### src/rtl/ternary_select_pipe.sv
// Ternary weight select stage: a resident TN x KS x KS bank of 2-bit weights multiplies each
// accepted feature window (+x, -x or 0) into a valid/ready output register.
module ternary_select_pipe #(
  parameter int         TN            = 4,
  parameter int         KS            = 5,
  parameter int         KS3           = 3,
  parameter int         FEATURE_WIDTH = 8,
  parameter int         KERNEL_WIDTH  = 2,
  parameter int         TAG_WIDTH     = 5,
  parameter logic [1:0] MODE_1        = 2'd2,
  parameter logic [1:0] MODE_3        = 2'd1,
  parameter logic [1:0] MODE_5        = 2'd0
) (
  input  logic                                 clk,
  input  logic                                 rst,
  input  logic                                 w_valid,
  output logic                                 w_ready,
  input  logic [KS*KS*KERNEL_WIDTH-1:0]        w_data,
  input  logic [1:0]                           w_mode,
  output logic                                 load_done,
  input  logic                                 f_valid,
  output logic                                 f_ready,
  input  logic [TN*KS*KS*FEATURE_WIDTH-1:0]    f_data,
  input  logic [TAG_WIDTH-1:0]                 f_tag,
  output logic                                 o_valid,
  input  logic                                 o_ready,
  output logic [TN*KS*KS*FEATURE_WIDTH-1:0]    o_data,
  output logic [TAG_WIDTH-1:0]                 o_tag
);

  localparam int SLOTS = KS * KS;
  localparam int SMALL = KS3 * KS3;
  localparam int CW    = (TN > 1) ? $clog2(TN) : 1;
  localparam int WW    = SLOTS * KERNEL_WIDTH;
  localparam int DW    = TN * SLOTS * FEATURE_WIDTH;

  typedef enum logic [1:0] {EMPTY, LOAD, RUN} state_t;

  state_t            state, next_state;
  logic [CW-1:0]     n;
  logic [CW-1:0]     beat;
  logic [1:0]        mode_r;
  logic [WW-1:0]     bank [TN];
  logic              w_fire, f_fire, last_beat;
  logic [DW-1:0]     products;

  assign w_ready   = 1'b1;
  assign f_ready   = (state == RUN) && (!o_valid || o_ready);
  assign w_fire    = w_valid && w_ready;
  assign f_fire    = f_valid && f_ready;
  // A beat accepted outside LOAD always starts a fresh load at channel 0.
  assign beat      = (state == LOAD) ? n : '0;
  assign last_beat = (beat == CW'(TN - 1));

  // Weight code feeding output slot s under the given kernel mode; unused slots read as 0.
  function automatic logic [KERNEL_WIDTH-1:0] weight_code(input logic [WW-1:0] row,
                                                          input logic [1:0]  mode,
                                                          input int          s);
    int ws;
    ws = s;
    case (mode)
      MODE_1:  ws = 0;
      MODE_3:  ws = (s < SMALL) ? s : ((s < 2 * SMALL) ? s - SMALL : -1);
      default: ws = s;
    endcase
    if (ws < 0) return '0;
    return row[ws*KERNEL_WIDTH +: KERNEL_WIDTH];
  endfunction

  function automatic logic [FEATURE_WIDTH-1:0] apply_weight(input logic [FEATURE_WIDTH-1:0] x,
                                                            input logic [KERNEL_WIDTH-1:0]  code);
    case (code)
      KERNEL_WIDTH'(1): return x;
      KERNEL_WIDTH'(3): return ~x + FEATURE_WIDTH'(1);
      default:          return '0;
    endcase
  endfunction

  // NOTE: sequential state is written with non-blocking assignments so every register
  // samples pre-edge values; the same-cycle feature/reload overlap relies on this.
  always_ff @(posedge clk) begin
    if (rst) state <= EMPTY;
    else     state <= next_state;
  end

  // NOTE: every always_comb output gets a default before any branch, so no latch is inferred.
  always_comb begin
    next_state = state;
    if (w_fire) next_state = last_beat ? RUN : LOAD;
  end

  // NOTE: the weight bank is reset explicitly because a reset must discard any partial load.
  always_ff @(posedge clk) begin
    if (rst) begin
      n         <= '0;
      mode_r    <= MODE_5;
      load_done <= 1'b0;
      for (int c = 0; c < TN; c++) bank[c] <= '0;
    end else begin
      load_done <= w_fire && last_beat;
      if (w_fire) begin
        bank[beat] <= w_data;
        if (beat == '0) mode_r <= w_mode;
        n <= last_beat ? '0 : beat + CW'(1);
      end
    end
  end

  always_comb begin
    products = '0;
    for (int c = 0; c < TN; c++) begin
      for (int s = 0; s < SLOTS; s++) begin
        products[(c*SLOTS+s)*FEATURE_WIDTH +: FEATURE_WIDTH] =
          apply_weight(f_data[(c*SLOTS+s)*FEATURE_WIDTH +: FEATURE_WIDTH],
                       weight_code(bank[c], mode_r, s));
      end
    end
  end

  always_ff @(posedge clk) begin
    if (rst) begin
      o_valid <= 1'b0;
      o_data  <= '0;
      o_tag   <= '0;
    end else if (f_fire) begin
      o_valid <= 1'b1;
      o_data  <= products;
      o_tag   <= f_tag;
    end else if (o_ready) begin
      o_valid <= 1'b0;
    end
  end

endmodule
### config.mk
export PLATFORM = sky130hd
export DESIGN_NAME = ternary_select_pipe
export DESIGN_NICKNAME = d
export VERILOG_FILES = /design/src/rtl/ternary_select_pipe.sv
export SDC_FILE = /design/constraint.sdc
export NUM_CORES = 2
export LEC_CHECK = 0
export CAP_MARGIN = 15
export CORE_AREA = 2 2 660 662
export DETAILED_ROUTE_END_ITERATION = 10
export DIE_AREA = 0 0 662 664
export GPL_TIMING_DRIVEN = 0
export PLACE_DENSITY = 0.3
export SLEW_MARGIN = 20
export SYNTH_ARGS = -nofsm -noshare
export SYNTH_HDL_FRONTEND = slang
export SYNTH_SLANG_ARGS = --single-unit
### constraint.sdc
create_clock -name clk -period 5.6 [get_ports clk]
set_input_delay 0.56 -clock clk [delete_from_list [all_inputs] [get_ports clk]]
set_output_delay 0.56 -clock clk [all_outputs]
set_load 0.05 [all_outputs]
**Word-level counts from Yosys, hierarchy flattened**

Memories as Yosys holds them, arrays and structs flattened.
Index checks and enable logic that the tools add are counted.

- Add/subtract/negate cells: 101
- Magnitude comparators: 24
- Eq/ne operators: 205
- Shifts and indexed selects: 96
- Multiplexer cells: 281
- Bitwise gates (word level): 100
- Reductions and logical operators: 10

Operator list:

| kind | count |
|---|---|
| 50-bit by 32-bit indexed part select with 2-bit output | 96 |
| 8-bit case mux with 2 select lines | 100 |
| 8-bit by 1-bit adder with 8-bit output, second input constant | 100 |
| 8-bit NOT | 100 |
| 32-bit by 1-bit less-than comparator with 1-bit output, second input constant | 24 |
| 32-bit case mux with 2 select lines | 7 |
| 2-bit two-way mux | 126 |
| 2-bit equality test, second input constant | 103 |
| 2-bit by 1-bit equality test with 1-bit output, second input constant | 102 |
| 50-bit two-way mux | 1 |
| 50-bit OR reduction | 1 |
| 4-bit case mux with 2 select lines | 6 |
| 1-bit two-way mux | 33 |
| 5-bit case mux with 2 select lines | 2 |
| 3-bit two-way mux | 4 |
| 4-bit two-way mux | 2 |
| 1-bit logical AND | 3 |
| 2-bit by 1-bit adder with 2-bit output, second input constant | 1 |
| 2-bit logical NOT | 1 |
| 2-bit AND reduction | 1 |
| 2-bit nonzero test | 1 |
| 2-bit OR reduction | 1 |
| 1-bit logical NOT | 1 |
| 1-bit logical OR | 1 |

- Bits in registers: 813
- Bits in writable memories: 200
- Bits of input ports: 862
- Output and inout port bits: 809
- Word-level logic and storage cells: 825
- Memories kept: 1

Memory list:

| name | depth | bits a word | rd ports | clocked after Yosys merged registers in | write ports | RTL line | source |
|---|---|---|---|---|---|---|---|
| bank | 4 | 50 | 4 | 0 | 4 | 43 | `logic [WW-1:0] bank [TN];` |

**Logic depth before layout (Yosys ltp)**

- Depth after elaboration: 8
- Mapped depth: 11
- Gate-level depth less buffers: 7

**Worst setup path after synthesis**

Ideal clock, no wire load.

- Path kind: input port to flip-flop
- From: input port w_valid
- To: memory bank[0][0] (netlist bit), enable pin
- Setup time: 527 ps
- Data arrival time: 4771 ps
- Required time: 5073 ps
- Path slack: 303 ps
- Stages on the path: 4
- Buffers on the path: 1
- Path through: buf_2 -> nor2b_1 -> nand2_1 -> o21ai_0

RTL lines:

| item | RTL line | source |
|---|---|---|
| start, declared | 16 | `input logic w_valid,` |
| end, declared | 43 |  |

**Final worst setup path**

- From: register o_valid
- To: register o_data[438]

- Cells in the longest elaborated chain, start to end: 4

Ends and longest elaborated chain:

| item | RTL line | source |
|---|---|---|
| start, declared | 25 | `output logic o_valid,` |
| start signal, assigned | 122 | `o_valid <= 1'b0;` |
| start signal, assigned | 126 | `o_valid <= 1'b1;` |
| start signal, assigned | 130 | `o_valid <= 1'b0;` |
| 1-bit logical NOT | 48 | `assign f_ready = (state == RUN) && (!o_valid \|\| o_ready);` |
| 1-bit logical OR | 48 |  |
| 1-bit logical AND | 48 |  |
| 1-bit logical AND | 50 | `assign f_fire = f_valid && f_ready;` |
| end signal, assigned | 127 | `o_data <= products;` |
| end, declared | 27 | `output logic [TN*KS*KS*FEATURE_WIDTH-1:0] o_data,` |

No other way between the ends.
A chain may end at the register's enable or synchronous reset.

==> metrics <==
largest net degree at the start of global routing=43; Cell Chain, Critical Path=nor2b_1 > buf_2 > nor3_4 > buf_2 > buf_2 > buf_2 > nand3_1 > a21oi_1; sequential share of the synthesized area=0.416; Post-synth top cells=dfxtp_1, nand2_1, nor2_1, xor2_1, a21oi_1; WP data arrival=5450 ps; Yosys top cell by area=dfxtp_1; Logic pwr share=0.188; share of synthesized registers carrying an async set or reset=0; slowest stage delay, CP=970 ps; port bufs=1668; total gr overflow=0; post-DP HPWL=427000 um; drt drc=0; drt first-iter violations=3840; Mapped Cells=6193; Ports=1671; core footprint=0.433 sq mm; Least-Margin Pin Slew=1280 ps; Reg clk slew, reported paths=50 ps; Hold Crit Start=f_tag[0]; clk buf depth=4; Worst Hold Endpoint=o_tag[0]; Max Slew Vio Count=0; CP Launch Type=flop; Sw Share=0.314; Rel. slew slack=0.121; Seq cells post-synth=1013; Peak VDD IR=0.212 mV; global-route wire length before repair=628000 um; Clock Latency Late Sink=920 ps; num rows=242; Die Y=664 um; Via Count=57464; routability cong.=0.885; cell area after synthesis=0.0536 sq mm; FF-to-FF path depth=8; reg2reg end=o_data[438]; die area=0.440 sq mm; RSZ-0062 raised after global routing=false; Sw Pwr=6970 uW; CP dominant cell by count=buf_2; DRT antenna net count=0; Mapped Avg Cell Area=8.65 sq um; DRT Wirelength=502000 um; Hold Fails Final Rpt=0; Synth top area share=0.304; outcome=complete, no violations; r2r startpoint=o_valid; Max Clk Rate=216 MHz; Most used DFF post-synth=dfxtp_1; Syn-to-layout area delta=58.3%; Util after Layout=0.196; dominant cells by area after synthesis=dfxtp_1, edfxtp_1, xor2_1, nand2_1, nor2_1; GRT Resource Usage Total=0.220; CTS sink count=1013; Worst Hold Class=in -> reg; Unique masters post-synth=87; Final Critical Period=4640 ps; MaxCap Viol Count=0; EDFF count, synth=200; Final setup viols=0; Leak Pwr=0.0300 uW; Clk pwr share=0.470; Int Power=15200 uW; wire length per cell=35.8 um; Flop pwr share=0.343; Ys Warns=0; R2R setup slack=960 ps; post-cts resize count=0; Power per Cell Area=262 mW/mm^2; Crit Path Max Fanout=10; post-CTS setup buffers=0; CP Class=reg -> reg; CP max stage cell=buf_2; Tcrit/Tclk final=0.829; drt pass-1 iters=5; WP data required=6410 ps; layout cell share with drive strength beyond 1=0.0854; Power Total=22200 uW; CTS tree=yes; CTS root buf=clkbuf_16; # fillers=47867; Post-Route Setup TNS=0 ps; Starting Density=0.124; CTS HTree Levels=4; Synth Net Count=7161; Clock Skews=59.4 ps; vias per inst=4.09; CP Capture Type=flop; initial antenna violation count=258; vias in the first global route=56948; CTS buffer count=163; hold path cells=3; die width=662 um; most numerous cell in the Yosys netlist=dfxtp_1; fin nets=9083
timing repair:
item	4_1_cts	5_1_grt
hold endpoints to repair	5	0
setup endpoints to repair	0	0
hold buffers	1	0
power by group through the flow:
stage / sequential, uW / combinational [uW] / clock, uW
2_1_floorplan: 7720 / 1700 / 0
3_3_place_gp: 7770 / 4030 / 0
3_5_place_dp: 7760 / 4220 / 0
4_1_cts: 7600 / 4250 / 10800
5_1_grt: 7610 / 4430 / 11000
6_report: 7610 / 4170 / 10400
critical path: cells and delay by family (launching register included):
| family | cells | cell delay, ps |
|---|---|---|
| DFF | 1 | 320 |
| buffers and inverters | 4 | 2630 |
| and+or+nand+nor | 3 | 1340 |
| AOI/OAI and AO/OA | 1 | 220 |
through the flow:
stage / hold slack, ps / setup slack [ps] / instance area (sq um) / instances
6_report: 242 / 960 / 84700 / 14045
4_1_cts: 140 / 771 / 84500 / 13964
2_1_floorplan: 460 / 303 / 53600 / 6193
3_3_place_gp: 437 / -4490 / 77400 / 13595
3_5_place_dp: 436 / 149 / 79400 / 13683
5_1_grt: 199 / 770 / 84600 / 13988
registers in the layout (all words and copies together) (netlist names):
register,cells
mode_r,2
load_done,1
o_data,800
state,2
n,2
o_valid,1
bank,200
o_tag,5
cells in the final DEF, fill, tap and decap left out, drive strengths merged, types with 20 or more instances in the layout:
master,count
a211oi,46
a21oi,363
a22oi,209
a2bb2oi,55
a31oi,86
a32o,40
a32oi,20
and2,247
buf,203
clkbuf,440
clkdlybuf4s50,1667
clkinv,24
dfxtp,813
diode,81
edfxtp,200
ha,106
inv,298
mux2,86
mux2i,161
nand2,687
nand2b,37
nand3,227
nor2,605
nor2b,37
nor3,209
nor4,31
o21ai,366
o31ai,76
or3,20
xnor2,202
xor2,370
final cells by class:
class | instances | area (sq um) | share of cell area
timing repair buffer | 1757 | 18100 | 0.214
multi-input combinational | 4572 | 29100 | 0.343
inverter | 295 | 1110 | 0.0131
antenna | 81 | 203 | 0.00239
clock buffer | 241 | 4730 | 0.0558
tap | 5734 | 7170 | 0.0847
sequential | 1013 | 22300 | 0.263
clock inverter | 39 | 418 | 0.00493
buffer | 313 | 1580 | 0.0187
how the worst max path moves through the flow:
stage	slack (ps)	endpoint	startpoint
2_1_floorplan	300	bank[0][0]	w_valid
3_3_place_gp	-4490	bank[0][13]	rst
4_1_cts	770	o_data[438]	o_valid
6_report	960	o_data[438]	o_valid
3_5_place_dp	150	o_data[438]	o_ready
5_1_grt	770	o_data[430]	o_valid
cells by family after synthesis:
family / Yosys count / share of synthesized area
other: 1 / 0.0000700
XOR/XNOR: 572 / 0.0935
AND/OR/NAND/NOR: 2187 / 0.188
multiplexers: 263 / 0.0549
adder cells (fa/ha/maj): 106 / 0.0248
AO/OA/AOI/OAI: 1443 / 0.175
flip-flops: 1013 / 0.416
buffers and inverters: 608 / 0.0481
metal layers:
metal	up-vias	part of all wire	GRT usage
met4	126	0.035	0.0717
li1	25843	-	-
met2	2453	0.50	0.394
met3	679	0.072	0.0611
met5	-	0.0015	0
met1	28363	0.39	0.249
No activity file was read; power rests on OpenSTA's default activity.
